`src/rtl/mioc_pat_seq_if.sv`:
```
// rtl/mioc_pat_seq_if.sv - pattern word stream between pattern source and sequencer
interface mioc_pat_seq_if;
   logic       pat_valid;
   logic       pat_ready;
   logic [3:0] pat_data;
   logic       pat_exp;
   logic       pat_last;

   modport master (
      output pat_valid,
      output pat_data,
      output pat_exp,
      output pat_last,
      input  pat_ready
   );

   modport slave (
      input  pat_valid,
      input  pat_data,
      input  pat_exp,
      input  pat_last,
      output pat_ready
   );
endinterface

```
`src/rtl/mioc_pat_seq.sv`:
```
// rtl/mioc_pat_seq.sv - gate-test pattern sequencer; MIOC_SYNC_Z_EN adds a two-flop z synchronizer
module mioc_pat_seq #(
   parameter int SETTLE = 4,
   parameter int CNT_W  = 8
) (
   input  logic             clk,
   input  logic             rst_n,
   input  logic             start,
   mioc_pat_seq_if.slave    pat,
   output logic             in1,
   output logic             in2,
   output logic             in3,
   output logic             in4,
   input  logic             z,
   output logic             busy,
   output logic             done,
   output logic [CNT_W-1:0] err_cnt,
   output logic [CNT_W-1:0] vec_cnt
);

   typedef enum logic [2:0] {
      S_IDLE,
      S_FETCH,
      S_SETTLE,
      S_SAMPLE,
      S_DONE
   } state_t;

`ifdef MIOC_SYNC_Z_EN
   // The synchronizer delays z by two edges, so settling is stretched to match.
   localparam int SYNC_LAT = 2;
`else
   localparam int SYNC_LAT = 0;
`endif

   // Cycles spent in SETTLE after the transfer edge; SAMPLE's edge is then T+SETTLE(+sync).
   localparam int         LOAD   = SETTLE - 1 + SYNC_LAT;
   localparam logic [4:0] LOAD_V = 5'(LOAD);

   localparam logic [CNT_W-1:0] CNT_ONE = CNT_W'(1);
   localparam logic [CNT_W-1:0] CNT_MAX = {CNT_W{1'b1}};

   state_t           state_q, state_d;
   logic [3:0]       in_q, in_d;
   logic             exp_q, exp_d;
   logic             last_q, last_d;
   logic [4:0]       cnt_q, cnt_d;
   logic [CNT_W-1:0] err_q, err_d;
   logic [CNT_W-1:0] vec_q, vec_d;
   logic             pat_ready_q, pat_ready_d;
   logic             busy_q, busy_d;
   logic             done_q, done_d;
   logic             z_smp;

`ifdef MIOC_SYNC_Z_EN
   logic z_s1_q, z_s1_d;
   logic z_s2_q, z_s2_d;

   // Synchronizer next values: shift z through two stages.
   always_comb begin
      z_s1_d = z;
      z_s2_d = z_s1_q;
   end

   // Synchronizer flops, cleared by reset so a fresh run never sees stale z.
   always_ff @(posedge clk or negedge rst_n) begin
      if (!rst_n) begin
         z_s1_q <= 1'b0;
         z_s2_q <= 1'b0;
      end else begin
         z_s1_q <= z_s1_d;
         z_s2_q <= z_s2_d;
      end
   end

   assign z_smp = z_s2_q;
`else
   assign z_smp = z;
`endif

   // Next-state and datapath: fetch a word, apply it, wait, sample z, score it.
   always_comb begin
      state_d = state_q;
      in_d    = in_q;
      exp_d   = exp_q;
      last_d  = last_q;
      cnt_d   = cnt_q;
      err_d   = err_q;
      vec_d   = vec_q;

      case (state_q)
         S_IDLE: begin
            if (start) begin
               err_d   = '0;
               vec_d   = '0;
               state_d = S_FETCH;
            end
         end
         S_FETCH: begin
            if (pat.pat_valid && pat_ready_q) begin
               in_d    = pat.pat_data;
               exp_d   = pat.pat_exp;
               last_d  = pat.pat_last;
               cnt_d   = LOAD_V;
               // With no settle cycles to wait, the very next edge is the sample edge.
               state_d = (LOAD_V == 5'd0) ? S_SAMPLE : S_SETTLE;
            end
         end
         S_SETTLE: begin
            if (cnt_q <= 5'd1) begin
               cnt_d   = 5'd0;
               state_d = S_SAMPLE;
            end else begin
               cnt_d = cnt_q - 5'd1;
            end
         end
         S_SAMPLE: begin
            vec_d = (vec_q == CNT_MAX) ? vec_q : vec_q + CNT_ONE;
            if (z_smp != exp_q) begin
               err_d = (err_q == CNT_MAX) ? err_q : err_q + CNT_ONE;
            end
            state_d = last_q ? S_DONE : S_FETCH;
         end
         S_DONE: begin
            state_d = S_IDLE;
         end
         default: begin
            state_d = S_IDLE;
         end
      endcase

      // Handshake and status outputs are registered from the upcoming state.
      pat_ready_d = (state_d == S_FETCH);
      busy_d      = (state_d == S_FETCH) || (state_d == S_SETTLE) || (state_d == S_SAMPLE);
      done_d      = (state_d == S_DONE);
   end

   // Sequencer state and registered outputs; reset aborts any run in progress.
   always_ff @(posedge clk or negedge rst_n) begin
      if (!rst_n) begin
         state_q     <= S_IDLE;
         in_q        <= 4'd0;
         exp_q       <= 1'b0;
         last_q      <= 1'b0;
         cnt_q       <= 5'd0;
         err_q       <= '0;
         vec_q       <= '0;
         pat_ready_q <= 1'b0;
         busy_q      <= 1'b0;
         done_q      <= 1'b0;
      end else begin
         state_q     <= state_d;
         in_q        <= in_d;
         exp_q       <= exp_d;
         last_q      <= last_d;
         cnt_q       <= cnt_d;
         err_q       <= err_d;
         vec_q       <= vec_d;
         pat_ready_q <= pat_ready_d;
         busy_q      <= busy_d;
         done_q      <= done_d;
      end
   end

   assign pat.pat_ready = pat_ready_q;
   assign in1           = in_q[0];
   assign in2           = in_q[1];
   assign in3           = in_q[2];
   assign in4           = in_q[3];
   assign busy          = busy_q;
   assign done          = done_q;
   assign err_cnt       = err_q;
   assign vec_cnt       = vec_q;

endmodule

```
`src/flat_wrapper.sv`:
```
// flat-port wrapper written by rule: the top's interface ports become plain ports
module mioc_pat_seq_flat 
#(
   parameter int SETTLE = 4,
   parameter int CNT_W  = 8
)
  (clk, rst_n, start, in1, in2, in3, in4, z, busy, done, err_cnt, vec_cnt, pat_pat_valid, pat_pat_data, pat_pat_exp, pat_pat_last, pat_pat_ready);
  mioc_pat_seq_if pat_i ();
  input  logic clk;
  input  logic rst_n;
  input  logic start;
  output logic in1;
  output logic in2;
  output logic in3;
  output logic in4;
  input  logic z;
  output logic busy;
  output logic done;
  output logic [CNT_W-1:0] err_cnt;
  output logic [CNT_W-1:0] vec_cnt;
  input wire logic [$bits(pat_i.pat_valid)-1:0] pat_pat_valid;
  input wire logic [$bits(pat_i.pat_data)-1:0] pat_pat_data;
  input wire logic [$bits(pat_i.pat_exp)-1:0] pat_pat_exp;
  input wire logic [$bits(pat_i.pat_last)-1:0] pat_pat_last;
  output wire logic [$bits(pat_i.pat_ready)-1:0] pat_pat_ready;
  assign pat_i.pat_valid = pat_pat_valid;
  assign pat_i.pat_data = pat_pat_data;
  assign pat_i.pat_exp = pat_pat_exp;
  assign pat_i.pat_last = pat_pat_last;
  assign pat_pat_ready = pat_i.pat_ready;
  mioc_pat_seq #(.SETTLE(SETTLE), .CNT_W(CNT_W)) u_core (.clk(clk), .rst_n(rst_n), .start(start), .pat(pat_i), .in1(in1), .in2(in2), .in3(in3), .in4(in4), .z(z), .busy(busy), .done(done), .err_cnt(err_cnt), .vec_cnt(vec_cnt));
endmodule
```
`config.mk`:
```
export PLATFORM = sky130hd
export DESIGN_NAME = mioc_pat_seq_flat
export DESIGN_NICKNAME = d
export VERILOG_FILES = /design/src/rtl/mioc_pat_seq_if.sv /design/src/rtl/mioc_pat_seq.sv /design/src/flat_wrapper.sv
export SDC_FILE = /design/constraint.sdc
export NUM_CORES = 1
export LEC_CHECK = 0
export CAP_MARGIN = 25
export CORE_ASPECT_RATIO = 1.75
export CORE_MARGIN = 8
export CORE_UTILIZATION = 30
export DETAILED_ROUTE_END_ITERATION = 8
export HOLD_SLACK_MARGIN = 0.12
export PLACE_DENSITY = 0.54
export SYNTH_ARGS = -nofsm -noshare
export SYNTH_HDL_FRONTEND = slang
export SYNTH_SLANG_ARGS = --single-unit
```
`constraint.sdc`:
```
create_clock -name clk -period 2.3 [get_ports clk]
set_input_delay 0.23 -clock clk [delete_from_list [all_inputs] [get_ports clk]]
set_output_delay 0.23 -clock clk [all_outputs]
set_load 0.01 [all_outputs]
```
==> results.json <==
{
  "status": "finished clean",
  "min_path_type": "in2async",
  "dieArea_mm2": 0.00814,
  "async_flop_share": 1.00,
  "rsz0062_at_grt": "false",
  "worst_ep_required_time_ps": 2500,
  "ant_nets": 0,
  "htree_levels": 2,
  "worstSetupEndpointType": "flop",
  "io_buffers": 33,
  "hold_buffers": 0,
  "cts_root_buffer": "clkbuf_8",
  "place.gp.congestion": 0.787,
  "grt_pass1_vias": 1403,
  "max_cap_violations": 0,
  "synth_seq_area_share": 0.507,
  "fmax_mhz": 594,
  "via_per_inst": 5.29,
  "fin_setup_tns_ps": 0,
  "clk_path_buf_depth": 2,
  "crit_fanout": 10,
  "post_cts_buffers": 0,
  "fin_nets": 209,
  "finalSetupViolations": 0,
  "grt_pass1_wl_mm": 6.47,
  "clkSinkCount": 33,
  "relSlewSlack": 0.654,
  "area_growth_pct": 28.7,
  "path_clk_slew_ps": 70,
  "dp_hpwl_mm": 2.84,
  "ios": 34,
  "drt_wl_total_mm": 3.76,
  "grt_overflow": 0,
  "fin_util": 0.399,
  "synthCells": 155,
  "fp.coreArea_mm2": 0.00526,
  "vias": 1313,
  "cp-start-kind": "flop",
  "cts_resized": 0,
  "drc": 0,
  "min_period_ps": 1680,
  "clkLatencyLatePin_ps": 280,
  "crit_slowest_cell": "dfrtp_1",
  "numCtsBuffers": 5,
  "wire_per_inst_um": 15.1,
  "clock_skew_ps": 7.30,
  "start_util": 0.310,
  "p_total_uw": 2020,
  "synth_edf_count": 0,
  "drive_gt1_frac": 0.119,
  "grt_use_total": 0.0985,
  "grt_max_degree": 34,
  "power.leakage_uw": 0.000913,
  "irDropWorstVdd_v": 0.000563,
  "worst_pin_slew_ps": 517,
  "rows": 35,
  "period_share": 0.732,
  "critPathBufInv": 0,
  "fp.dieW_um": 71.7,
  "cts_tree": "done",
  "syn_nets": 170,
  "synth_cell_types": 45,
  "die_h_um": 113,
  "final_max_slew_viol_count": 0,
  "drt_iter0_drc": 57,
  "yosysWarningCount": 0,
  "slowest_delay_ps": 550,
  "diodes": 0,
  "avgSynthCellArea_um2": 10.5,
  "path_delay_family": "simple AND/OR/NAND/NOR gates",
  "first_pass_iters": 4,
  "grt_antenna_before_repair": 0,
  "synthFlopType": "dfrtp_1",
  "crit_type": "reg2reg",
  "ys_ff_latch": 33,
  "power.density_mw_per_mm2": 962,
  "netlist_area_mm2": 0.00163,
  "crit_arrival_ps": 1880,
  "hold_viol_final": 0,
  "layout_common_cells": "clkdlybuf4s50_1 (33), dfrtp_1 (33), nand2_1 (15), nor2_1 (12), o21ai_0 (9)",
  "crit_chain": "and3b_2, o211ai_1, or4_1, o21ai_0"
}
[kinds of logic after synthesis]
group,share of synthesized area
AND/OR/NAND/NOR,0.221
flip-flops,0.507
AO/OA/AOI/OAI,0.119
multiplexers,0.0722
buffers and inverters,0.0284
XOR/XNOR,0.0215
adder cells (fa/ha/maj),0.0307
[synth_stat cells (all sizes together), types with 3 or more instances]
library cell  number  area, um^2
dfrtp             33         826
nand2             15        56.3
nor2              12        45.0
o21ai              9        45.0
inv                7        26.3
nand3              7        35.0
a21oi              6        33.8
mux2               6        67.6
mux2i              5        50.1
nand4              5        31.3
ha                 4        50.1
and3               3        18.8
buf                3        20.0
nor3               3        15.0
[final cells by class]
class	instances	area, um^2
fillers	517	3160
clock buffers	5	68.8
flip-flops and latches	33	826
well taps	55	68.8
repair buffers	35	345
inverters	7	26.3
clock inverters	1	5.00
multi-input cells	112	757
[worst paths after layout]
check                                   from                end  slack, ps  cells after the start
min                                    rst_n  u_core.vec_cnt[4]        350                      2
min reg2reg                   u_core.in_q[0]     u_core.in_q[0]        510                      1
min in group clk              u_core.in_q[0]     u_core.in_q[0]        510                      1
max reg2reg                u_core.state_q[0]  u_core.vec_cnt[7]        620                      4
max in group asynchronous              rst_n  u_core.err_cnt[3]       1640                      2
max                        u_core.state_q[0]  u_core.vec_cnt[7]        620                      4
[through the flow]
stage	instances	setup WS (ps)	hold WS (ps)	instance area (um^2)
global route	248	403	392	2100
CTS	248	625	364	2100
detailed placement	242	524	497	2020
global placement	242	539	492	2020
floorplan	155	698	-65.6	1630
finish	248	615	347	2100
[power by group]
part | internal, uW | total, uW | switching, uW
logic | 374 | 731 | 357
registers | 732 | 886 | 154
clock network | 199 | 400 | 201
total | 1300 | 2020 | 712
[routing by layer]
metal | wire, um | vias up | part of all wire | global-route usage
met5 | 0 | - | 0 | 0
met4 | 46 | 0 | 0.012 | 0.0521
met3 | 180 | 4 | 0.048 | 0.0255
met2 | 2050 | 26 | 0.55 | 0.179
met1 | 1480 | 650 | 0.39 | 0.0980
li1 | - | 633 | - | -
[registers in the layout, summed over array words and instances, names as in the netlist, 3 cells and up]
register,count
u_core.vec_cnt,8
u_core.in_q,4
u_core.err_cnt,8
u_core.state_q,3
u_core.cnt_q,5
[worst reg2reg max path: stages, from the launching register on]
cell	delay, ps
dfrtp_1	550
and3b_2	300
o211ai_1	180
or4_1	500
o21ai_0	90
(Power assumes the default switching activity.)
==> variant: new RTL, config.mk and constraints unchanged <==
`CNT_W` is set to 8 in 2 places; all go to 6.
--- a/src/rtl/mioc_pat_seq.sv
+++ b/src/rtl/mioc_pat_seq.sv
@@ -1,7 +1,7 @@
 // rtl/mioc_pat_seq.sv - gate-test pattern sequencer; MIOC_SYNC_Z_EN adds a two-flop z synchronizer
 module mioc_pat_seq #(
    parameter int SETTLE = 4,
-   parameter int CNT_W  = 8
+   parameter int CNT_W  = 6
 ) (
    input  logic             clk,
    input  logic             rst_n,
--- a/src/flat_wrapper.sv
+++ b/src/flat_wrapper.sv
@@ -2,7 +2,7 @@
 module mioc_pat_seq_flat 
 #(
    parameter int SETTLE = 4,
-   parameter int CNT_W  = 8
+   parameter int CNT_W  = 6
 )
   (clk, rst_n, start, in1, in2, in3, in4, z, busy, done, err_cnt, vec_cnt, pat_pat_valid, pat_pat_data, pat_pat_exp, pat_pat_last, pat_pat_ready);
   mioc_pat_seq_if pat_i ();
Interface: changed (resized err_cnt and vec_cnt); port bits go from 34 to 30. No check against the original RTL was run, so the function may have changed too.
==> variant against the unedited design <==
Clock power rose by 3%. Clock skew decreased by 0.0032 ns. Power is 5.1% higher. Worst hold slack got worse by 0.017 ns. Synthesized cell count decreased by 10%. Sequential cell count shrank 4. Sequential power decreased by 0.9%. Wire length is 9.0% lower. Setup slack worse by 0.038 ns. Area after synthesis decreased by 7.8%. Design area shrank 8.2%. Critical path depth shrank 1. Critical endpoint is now u_core.cnt_q[4]. Largest cell class unchanged.
==> variant: results (changes against the unedited design) <==
| Metric | Value |
|---|---|
| Pre-CTS setup slack | 0.482 ns (-0.0420 ns) |
| Crit-path max FO | 13 (+3) |
| Peak supply drop | 0.000527 V (-6.3%) |
| Vias | 1211 (-7.8%) |
| Post-synth top cells | dfrtp_1 (29), nand2_1 (11), inv_1 (9), nand3_1 (7), mux2i_1 (6) |
| Cell count after synthesis | 139 (-10%) |
| Detailed Route WL | 3420 µm (-9.0%) |
| Inst Count DP | 217 (-10%) |
| Seq/Total Area, Yosys | 0.483 (-0.0236) |
| CP peak stage delay | 0.53 ns (-0.02 ns) |
| Vias/cell | 5.41 (+2.1%) |
| Synth top area share | 0.483 (-0.0236) |
| CP max-delay cell | or4b_1 |
| I/O Buffers | 29 (-12%) |
| Mapped Nets | 154 (-9.4%) |
| Share of cells above drive strength 1 | 0.0765 (-0.0427) |
| Overall routing resource usage | 0.0908 (-0.00769) |
| First-pass GRT wire length | 5640 µm (-13%) |
| Setup Skew | 0.00415 ns (-0.00315 ns) |
| Iter 0 DRT Violations | 59 (+3.5%) |
| Area taken by multi-input logic gates | 706 µm² (-6.8%) |
| Netlist cell types | 46 (+2.2%) |
| Status | completed |
| Nets | 185 (-11%) |
| Worst slew margin | 0.619 (-0.0358) |
## variant: worst register-to-register path, delay by kind of cell (launching register included)
family / cells / cell delay [ns]
simple gates: 3 / 1.13
flops: 1 / 0.52
## variant: kinds of logic after synthesis
| kind of cell | synth area share |
|---|---|
| adder cells (fa/ha/maj) | 0.0333 |
| XOR/XNOR | 0.0175 |
| multiplexers | 0.0850 |
| flip-flops | 0.483 |
| AO/OA/AOI/OAI | 0.168 |
| buffers and inverters | 0.0467 |
| AND/OR/NAND/NOR | 0.167 |
## variant: layout make-up
| type | count | area share |
|---|---|---|
| timing repair buffer | 31 | 0.159 |
| sequential | 29 | 0.377 |
| multi-input combinational | 94 | 0.367 |
| clock buffer | 7 | 0.0449 |
| tap | 54 | 0.0351 |
| inverter | 9 | 0.0176 |
## variant: power by group through the flow
stage / combinational [mW] / sequential (mW) / clock (mW)
after floorplan: 0.515 / 0.855 / 0
after CTS: 0.847 / 0.884 / 0.427
after detailed placement: 0.846 / 0.891 / 0
after global routing: 0.921 / 0.917 / 0.451
after global placement: 0.832 / 0.881 / 0
final: 0.828 / 0.878 / 0.412
## variant: worst paths after layout
check / cells after the start / endpoint / slack (ns) / start
worst max register to register: 3 / u_core.cnt_q[4] / 0.58 / u_core.state_q[1]
worst min register to register: 1 / u_core.in_q[1] / 0.51 / u_core.in_q[1]
worst max-delay path: 3 / u_core.cnt_q[4] / 0.58 / u_core.state_q[1]
min in group clk: 1 / u_core.in_q[1] / 0.51 / u_core.in_q[1]
max in group asynchronous: 2 / u_core.vec_cnt[1] / 1.70 / rst_n
worst min-delay path: 2 / u_core.err_cnt[1] / 0.33 / rst_n
## variant: layer usage
metal	routed length (µm)	vias up	GRT usage
li1	-	582	-
met1	1280	593	0.0808
met2	1860	27	0.170
met3	181	9	0.0361
met4	97	0	0.0515
met5	0	-	0
